==> src/rtl/store_capture_pkg.sv <==
// Shared types for the store-capture responder: FSM states and the FIFO entry layout.
package store_capture_pkg;

  typedef enum logic [1:0] {
    RUN  = 2'd0,
    PASS = 2'd1,
    FAIL = 2'd2
  } cap_state_t;

  typedef struct packed {
    logic [31:0] addr;
    logic [31:0] data;
  } cap_entry_t;

  localparam int CAP_W = 64;

endpackage

==> src/rtl/store_capture_sync_fifo.sv <==
// Single-clock FIFO with an explicit occupancy counter; a push into a full FIFO
// succeeds only when a pop happens in the same cycle.
module sync_fifo #(
  parameter int WIDTH = 64,
  parameter int DEPTH = 8
) (
  input  logic                           clk,
  input  logic                           reset,
  input  logic                           clear,
  input  logic                           push,
  input  logic                           pop,
  input  logic [WIDTH-1:0]               wdata,
  output logic [WIDTH-1:0]               rdata,
  output logic                           full,
  output logic                           empty,
  output logic [$clog2(DEPTH+1)-1:0]     count
);

  localparam int PW = $clog2(DEPTH);
  localparam int CW = $clog2(DEPTH+1);

  logic [WIDTH-1:0] mem_q [DEPTH];
  logic [PW-1:0]    wr_ptr_q, rd_ptr_q;
  logic [CW-1:0]    count_q, count_d;
  logic             do_push, do_pop;

  assign empty   = (count_q == '0);
  assign full    = (count_q == CW'(DEPTH));
  assign do_pop  = pop & ~empty;
  assign do_push = push & (~full | do_pop);

  always_comb begin
    count_d = count_q;
    case ({do_push, do_pop})
      2'b10:   count_d = count_q + CW'(1);
      2'b01:   count_d = count_q - CW'(1);
      default: count_d = count_q;
    endcase
  end

  always_ff @(posedge clk or negedge reset) begin
    if (!reset) begin
      wr_ptr_q <= '0;
      rd_ptr_q <= '0;
      count_q  <= '0;
    end else if (clear) begin
      wr_ptr_q <= '0;
      rd_ptr_q <= '0;
      count_q  <= '0;
    end else begin
      if (do_push) wr_ptr_q <= wr_ptr_q + PW'(1);
      if (do_pop)  rd_ptr_q <= rd_ptr_q + PW'(1);
      count_q <= count_d;
    end
  end

  // Storage needs no reset: occupancy alone decides what is visible.
  always_ff @(posedge clk) begin
    if (do_push && !clear) mem_q[wr_ptr_q] <= wdata;
  end

  assign rdata = empty ? '0 : mem_q[rd_ptr_q];
  assign count = count_q;

endmodule

==> src/rtl/store_capture.sv <==
// Store-capture responder: windows core stores into a drainable FIFO and
// latches PASS/FAIL when the completion store (or an out-of-window store) arrives.
module store_capture
  import store_capture_pkg::*;
#(
  parameter int          DEPTH     = 8,
  parameter logic [31:0] WIN_LO    = 32'h0000_0000,
  parameter logic [31:0] WIN_HI    = 32'h0000_00FF,
  parameter logic [31:0] DONE_ADR  = 32'd84,
  parameter logic [31:0] DONE_DATA = 32'd7
) (
  input  logic                       clk,
  input  logic                       reset,
  input  logic                       clear,
  input  logic                       memwrite,
  input  logic [31:0]                dataadr,
  input  logic [31:0]                writedata,
  output logic                       cap_valid,
  input  logic                       cap_ready,
  output logic [31:0]                cap_addr,
  output logic [31:0]                cap_data,
  output logic [$clog2(DEPTH+1)-1:0] count,
  output logic                       overflow,
  output logic                       done,
  output logic                       pass
);

  cap_state_t  state_q, state_d;
  logic        overflow_q, overflow_d;
  logic [31:0] win_off;
  logic        inwin, push, full, empty;
  cap_entry_t  wr_entry, head_entry;

  // Offset form keeps the range check unsigned and free of constant compares.
  assign win_off = dataadr - WIN_LO;
  assign inwin   = (win_off <= (WIN_HI - WIN_LO));
  assign push    = memwrite & inwin & (state_q == RUN) & ~clear;

  assign wr_entry.addr = dataadr;
  assign wr_entry.data = writedata;

  always_comb begin
    state_d = state_q;
    if (state_q == RUN && memwrite) begin
      if (dataadr == DONE_ADR)
        state_d = (writedata == DONE_DATA) ? PASS : FAIL;
      else if (!inwin)
        state_d = FAIL;
    end
    if (clear) state_d = RUN;
  end

  // Full implies non-empty, so cap_ready alone tells whether a pop frees a slot.
  always_comb begin
    overflow_d = overflow_q | (push & full & ~cap_ready);
    if (clear) overflow_d = 1'b0;
  end

  always_ff @(posedge clk or negedge reset) begin
    if (!reset) begin
      state_q    <= RUN;
      overflow_q <= 1'b0;
    end else begin
      state_q    <= state_d;
      overflow_q <= overflow_d;
    end
  end

  sync_fifo #(
    .WIDTH (CAP_W),
    .DEPTH (DEPTH)
  ) u_fifo (
    .clk   (clk),
    .reset (reset),
    .clear (clear),
    .push  (push),
    .pop   (cap_ready),
    .wdata (wr_entry),
    .rdata (head_entry),
    .full  (full),
    .empty (empty),
    .count (count)
  );

  assign cap_valid = ~empty;
  assign cap_addr  = head_entry.addr;
  assign cap_data  = head_entry.data;
  assign overflow  = overflow_q;
  assign done      = (state_q != RUN);
  assign pass      = (state_q == PASS);

endmodule

==> config.mk <==
export PLATFORM = sky130hd
export DESIGN_NAME = store_capture
export DESIGN_NICKNAME = d
export VERILOG_FILES = /design/src/rtl/store_capture_pkg.sv /design/src/rtl/store_capture_sync_fifo.sv /design/src/rtl/store_capture.sv
export SDC_FILE = /design/constraint.sdc
export NUM_CORES = 1
export LEC_CHECK = 0
export CELL_PAD_IN_SITES_DETAIL_PLACEMENT = 0
export CELL_PAD_IN_SITES_GLOBAL_PLACEMENT = 2
export CORE_ASPECT_RATIO = 0.6
export CORE_MARGIN = 2
export CORE_UTILIZATION = 35
export CTS_CLUSTER_DIAMETER = 50
export DETAILED_ROUTE_END_ITERATION = 12
export PLACE_DENSITY = 0.63
export SLEW_MARGIN = 20
export SYNTH_ARGS = -nofsm -noshare
export SYNTH_HDL_FRONTEND = slang
export SYNTH_HIERARCHICAL = 1
export SYNTH_SLANG_ARGS = --single-unit
==> constraint.sdc <==
create_clock -name clk -period 12.4 [get_ports clk]
set_clock_uncertainty 0.15 [all_clocks]
set_input_delay 2.48 -clock clk [delete_from_list [all_inputs] [get_ports clk]]
set_output_delay 2.48 -clock clk [all_outputs]
set_load 0.01 [all_outputs]
==> impl_results.md, run 1 <==
- Status: complete, no violations
- WL per Instance: 23.9 um
- WS Path Type: flip-flop to output port
- Die width: 316 um
- Worst r2r path cells: 6
- Final Max Slew Viols: 0
- Synth Area in Compound Gates: 0.601%
- Largest net degree at the start of global routing: 65
- Synth Net Count: 1001
- RSZ-0062 raised after global routing: no
- Net Sw Frac: 20.1%
- Starting Density: 35.5%
- Synthesized area: 0.0204 mm2
- Cts bufs inserted: 50
- Mux cell area share after synthesis: 17.5%
- Crit-path leading delay family: buffers and inverters
- Most frequent CP cell: buf_4
- Clock Latency Late Sink: 0.56 ns
- Max Cap Violations: 0
- Hold_buf cts: 0
- Fmax: 0.138 GHz
- Crit path max-delay cell type: buf_4
- Commonest cells in the synthesized netlist: 512 x edfxtp_1, 128 x mux4_2, 83 x nor2_1, 68 x mux2i_1, 26 x buf_2
- CP peak stage delay: 0.81 ns
- Post-place setup slack: 5.18 ns
- Clock sinks: 525
- Final count of hold timing violations: 0
- LEAKAGE: 7.29 nW
- Routed Antenna Nets: 0
- CP required: 9.77 ns
- CTS resizes: 0
- Ys flop type: edfxtp_1
- # DRC: 0
- Gr usage total: 15.4%
- Hpwl dp: 25600 um
- Gate power share: 4.0%
- Share of power burned in registers: 54.3%
- DR vias/cell: 5.04
- Buffers and inverters on the worst path: 3
- CTS Root Cell: clkbuf_16
- Fillers: 5071
- Placed cell area: 0.0228 mm2
- Sequential-to-total area share from yosys stat: 77.0%
- Area Growth Syn to Fin: 19.5%
- Core ar.: 0.0575 mm2
- Crit path DAT: 4.60 ns
- Synth Register Bits: 525
- HP Class: flip-flop to flip-flop
- Simple-Gate Fraction of Synth Area: 3.18%
- Clock power share: 41.7%
- Slew margin rel.: 30.1%
- Mapped Cells: 927
- Drt total wl: 45500 um
- Final Cell Area: 0.0244 mm2
- Internal power: 2.87 mW
- Post-synthesis async set-or-reset flop share: 2.48%
- Worst-Margin Slew: 1.05 ns
- Pwr/cell area: 147 mW/mm2
- Levels on crit path: 6
- Tot Pwr: 3.59 mW
- IO Count: 141
- Cell with the most instances after synthesis: edfxtp_1
- Iter 0 DRT Violations: 764
- RR Startpoint: state_q[1]
- DR vias: 9605
- Final period utilization: 58.3%
- Synth top area share: 75.4%
- Buffers on Ports: 140
- Clock transition at path regs: 0.06 ns
- Setup Buffers After CTS: 0
- FP Rows: 68
- Worst Setup End Kind: output port
- EDFF count, synth: 512
- Final #Nets: 1169
- Yosys warnings: 6
- Htree depth: 2
- Unique masters post-synth: 43
- First-pass GRT wire length: 68300 um
- Synth Area in XOR/XNOR: 0.258%
- Post-layout min period: 7.23 ns
- Setup Viol. Count Final: 0
- RR Endpoint: u_fifo/mem_q[6][3]
- Critical Path Fanout Max: 42
- Reg-to-reg slack, setup: 8.19 ns
- Synth top area cells: edfxtp_1 75%, mux4_2 14%, mux2i_1 3.3%
- Die area: 0.0603 mm2
- Clock Path Buffers: 3
- Vias in the first global route: 10200
- Worst setup SP type: flip-flop
- Max VDD drop: 0.0957 mV
- DIE HEIGHT: 191 um
- First-pass DRT Iterations: 5
- Antenna violations before repair: 3
- GR Overflow Total: 0
- Net Sw Power: 0.722 mW
- Setup_tns: 0 ns
- Crit-path cells: buf_4 > buf_4 > mux4_2 > mux2i_1 > nor2_1 > clkdlybuf4s50_1
- Min-delay src: overflow
- Share of layout cells above drive strength 1: 21.3%
- Post-Synth Adder-Cell Area: 0.344%
- Setup WS post-layout: 5.17 ns
- Crit path to: cap_addr[11]
- RD Place Congestion: 0.690
- Main combinational cell family by area after synthesis: multiplexers
- Syn_area_per_cell: 22.0 um2
- CP Launch Point: u_fifo/rd_ptr_q[0]
- Yosys top cell by area: edfxtp_1
- CTS tree: yes
==> placed cells by master (no fill, tap or decap), types with 2 or more instances in the layout <==
cell type | netlist | layout
o21ai_0 | 3 | 3
nor4b_1 | 3 | 2
edfxtp_1 | 512 | 512
mux2i_1 | 68 | 68
dfrtp_1 | 13 | 10
a21oi_1 | 2 | 2
clkbuf_16 | 0 | 51
xor2_1 | 6 | 6
nor2_4 | 0 | 3
clkinv_2 | 0 | 5
clkinv_4 | 0 | 2
a32o_1 | 2 | 2
clkinvlp_4 | 0 | 3
nor4_1 | 9 | 8
nor4bb_1 | 2 | 2
nor4_2 | 3 | 4
buf_4 | 1 | 20
nand2_1 | 5 | 5
nor2_1 | 83 | 80
bufinv_16 | 0 | 4
nand3_1 | 2 | 2
inv_1 | 5 | 4
nand4_1 | 3 | 3
nor2b_1 | 4 | 4
o211ai_1 | 3 | 3
nor3_2 | 0 | 3
mux4_2 | 128 | 128
nor3_1 | 5 | 2
clkinv_1 | 0 | 8
clkbuf_1 | 8 | 13
inv_6 | 0 | 2
clkdlybuf4s50_1 | 0 | 140
ha_1 | 4 | 4
clkbuf_8 | 0 | 2
dfrtp_4 | 0 | 3
==> metal layers <==
metal	GRT usage, %	wire length [um]	vias to the layer above
met3	3.27	2060	65
met5	0	22	-
met1	22.9	22000	5142
met2	23.5	20700	187
li1	-	-	4207
met4	3.15	770	4
==> worst min path at each step <==
stage | to | depth (start not counted)
floorplan | state_q[0] | 1
global placement | overflow | 1
detailed placement | overflow | 1
CTS | overflow | 1
global route | overflow | 1
finish | overflow | 1
==> registers in the layout, indices dropped and copies added (netlist names) <==
name	flops
state_q	2
u_fifo/count	4
u_fifo/mem_q	512
u_fifo/wr_ptr_q	3
overflow	1
u_fifo/rd_ptr_q	3
==> per-stage QoR <==
stage	instances	utilization (%)	hold WS [ns]
after floorplan	927	-	0.345
after global placement	1813	39.6	0.408
after detailed placement	1813	39.6	0.406
after CTS	1903	42.4	0.421
after global routing	1903	42.4	0.423
final	1904	42.4	0.403
==> cells by family (layout without fill, tap and decap cells) <==
group	count (synthesis)	in the layout
flip-flops	525	525
adder cells (fa/ha/maj)	5	5
AND/OR/NAND/NOR	129	129
XOR/XNOR	6	6
other	0	1
multiplexers	196	196
AO/OA/AOI/OAI	16	16
buffers and inverters	50	256
==> layout make-up <==
type | count | area [um2] | area share (%)
inverter | 5 | 20.0 | 0.0822
tap | 770 | 963 | 3.95
timing repair buffer | 161 | 1560 | 6.41
clock inverter | 24 | 244 | 1.00
sequential | 525 | 15700 | 64.5
clock buffer | 66 | 1350 | 5.55
antenna | 1 | 2.50 | 0.0103
multi-input combinational | 352 | 4510 | 18.5
==> power groups by stage <==
stage               registers (mW)  clock network [mW]  logic [mW]
floorplan                     1.99                   0      0.0647
global placement              1.99                   0       0.145
detailed placement            1.99                   0       0.147
CTS                           1.95                1.54       0.148
global route                  1.95                1.61       0.157
finish                        1.95                1.50       0.143
No activity file was read; power rests on OpenSTA's default activity.
==> inputs of run 2 (changes only) <==
==> constraint.sdc (replaced) <==
create_clock -name clk -period 7.4 [get_ports clk]
set_clock_uncertainty 0.15 [all_clocks]
set_input_delay 1.48 -clock clk [delete_from_list [all_inputs] [get_ports clk]]
set_output_delay 1.48 -clock clk [all_outputs]
set_load 0.01 [all_outputs]
==> run 2 against run 1 <==
Compared with the run above: power is 64% higher; global-route usage is 0.33 points lower; critical path depth is 1 lower; first-iteration DRC count is 7.9% lower; worst setup slack worse by 3.0 ns; sequential cell count stayed put; via count is 0.33% lower; worst hold slack worse by 0.033 ns; register-to-register slack worse by 4.5 ns; utilization is 0.065 points lower; largest cell class unchanged.
==> impl_results.md, run 2 (synthesis gave the netlist of run 1 again) <==
- Status: complete, no violations
- Setup Buffers After CTS: 0
- Worst Setup End Kind: output port
- Final Max Slew Viols: 0
- Largest net degree at the start of global routing: 79
- Die width: 316 um
- Die area: 0.0603 mm2
- Hold_buf cts: 0
- WS Path Type: flip-flop to output port
- Vias in the first global route: 10100
- HP Class: flip-flop to flip-flop
- Layout Cells excl Fill: 1897
- Antenna violations before repair: 2
- Most frequent cells in the layout: 512 x edfxtp_1, 140 x clkdlybuf4s50_1, 128 x mux4_2
- Max VDD drop: 0.156 mV
- DR vias/cell: 5.05
- LEAKAGE: 7.25 nW
- Clock Path Buffers: 3
- Clock transition at path regs: 0.06 ns
- First-pass DRT Iterations: 5
- Core Util, Final: 42.3%
- RSZ-0062 raised after global routing: no
- Pwr/cell area: 242 mW/mm2
- Final period utilization: 70.9%
- Most common cell after layout, fill and taps aside: edfxtp_1
- CTS tree: yes
- Setup Viol. Count Final: 0
- Area Growth Syn to Fin: 19.3%
- Routed Antenna Nets: 0
- Worst-Margin Slew: 1.07 ns
- Final #Nets: 1168
- GR Overflow Total: 0
- Htree depth: 2
- Cts bufs inserted: 49
- CP peak stage delay: 0.80 ns
- Gr usage total: 15.1%
- Worst Hold Path Cells: 1
- IO Count: 141
- Buffers on Ports: 140
- Setup_tns: 0 ns
- RD Place Congestion: 0.695
- Post-layout min period: 5.25 ns
- DR vias: 9573
- Iter 0 DRT Violations: 704
- Share of layout cells above drive strength 1: 20.6%
- Max Cap Violations: 0
- Tot Pwr: 5.89 mW
- Final Cell Area: 0.0243 mm2
- First-pass GRT wire length: 66900 um
- Placed cell area: 0.0228 mm2
- Drt total wl: 45000 um
- Fmax: 0.191 GHz
- DIE HEIGHT: 191 um
- Crit-path cells: or4_4 > inv_2 > buf_4 > nor2_1 > clkdlybuf4s50_1
- Worst setup SP type: flip-flop
- CP required: 5.77 ns
- FP Rows: 68
- Crit path max-delay cell type: inv_2
- Crit path DAT: 3.62 ns
- Slew margin rel.: 28.4%
- Max reg flops: 512
- WL per Instance: 23.7 um
- Hpwl dp: 24800 um
- Critical Path Fanout Max: 39
- Placed cells: 1812
- CTS resizes: 0
- Final count of hold timing violations: 0
- # DRC: 0
- Worst r2r path cells: 6
- CTS Root Cell: clkbuf_16
- Largest reg by FF count: u_fifo/mem_q
- Core ar.: 0.0575 mm2
- Clock sinks: 525
- Starting Density: 35.5%
- Clock Latency Late Sink: 0.56 ns
[run 2: path summary, 6_finish.rpt]
kind / slack, ns / startpoint / endpoint
max in group asynchronous: 5.32 / reset / u_fifo/rd_ptr_q[1]
max reg2reg: 3.71 / state_q[1] / u_fifo/mem_q[0][8]
min in group asynchronous: 1.22 / reset / u_fifo/rd_ptr_q[2]
max: 2.15 / u_fifo/count[1] / cap_data[18]
min: 0.37 / overflow / overflow
min reg2reg: 0.37 / overflow / overflow
[run 2: layout make-up]
cell class | count | area (um2)
Antenna cell | 1 | 2.50
Clock buffer | 66 | 1330
Clock inverter | 17 | 139
Fill cell | 5068 | 33200
Inverter | 5 | 18.8
Multi-Input combinational cell | 352 | 4530
Sequential cell | 525 | 15700
Tap cell | 770 | 963
Timing Repair Buffer | 161 | 1630
[run 2: metrics by stage]
stage               hold slack (ns)  setup slack [ns]
CTS                           0.384              1.99
finish                        0.370              2.15
global placement              0.364              1.80
global route                  0.421              1.89
floorplan                     0.345            -0.263
detailed placement            0.360              1.68
[run 2: per-layer routing]
layer	share of wire (%)	global-route usage [%]	vias up
met1	48	22.5	5140
met3	4.2	2.57	57
met5	0.024	0	-
li1	-	-	4197
met2	47	23.5	177
met4	1.4	2.84	2
[run 2: critical path: cells and delay by family (launching register included)]
kind,cells,cell delay [ns]
buffers and inverters,3,1.76
DFF,1,0.49
and+or+nand+nor,2,0.77
[run 2: power by group]
part / switching, mW / total (mW) / internal (mW)
Sequential: 0.00726 / 3.27 / 3.26
Combinational: 0.124 / 0.243 / 0.119
Clock: 1.05 / 2.38 / 1.33
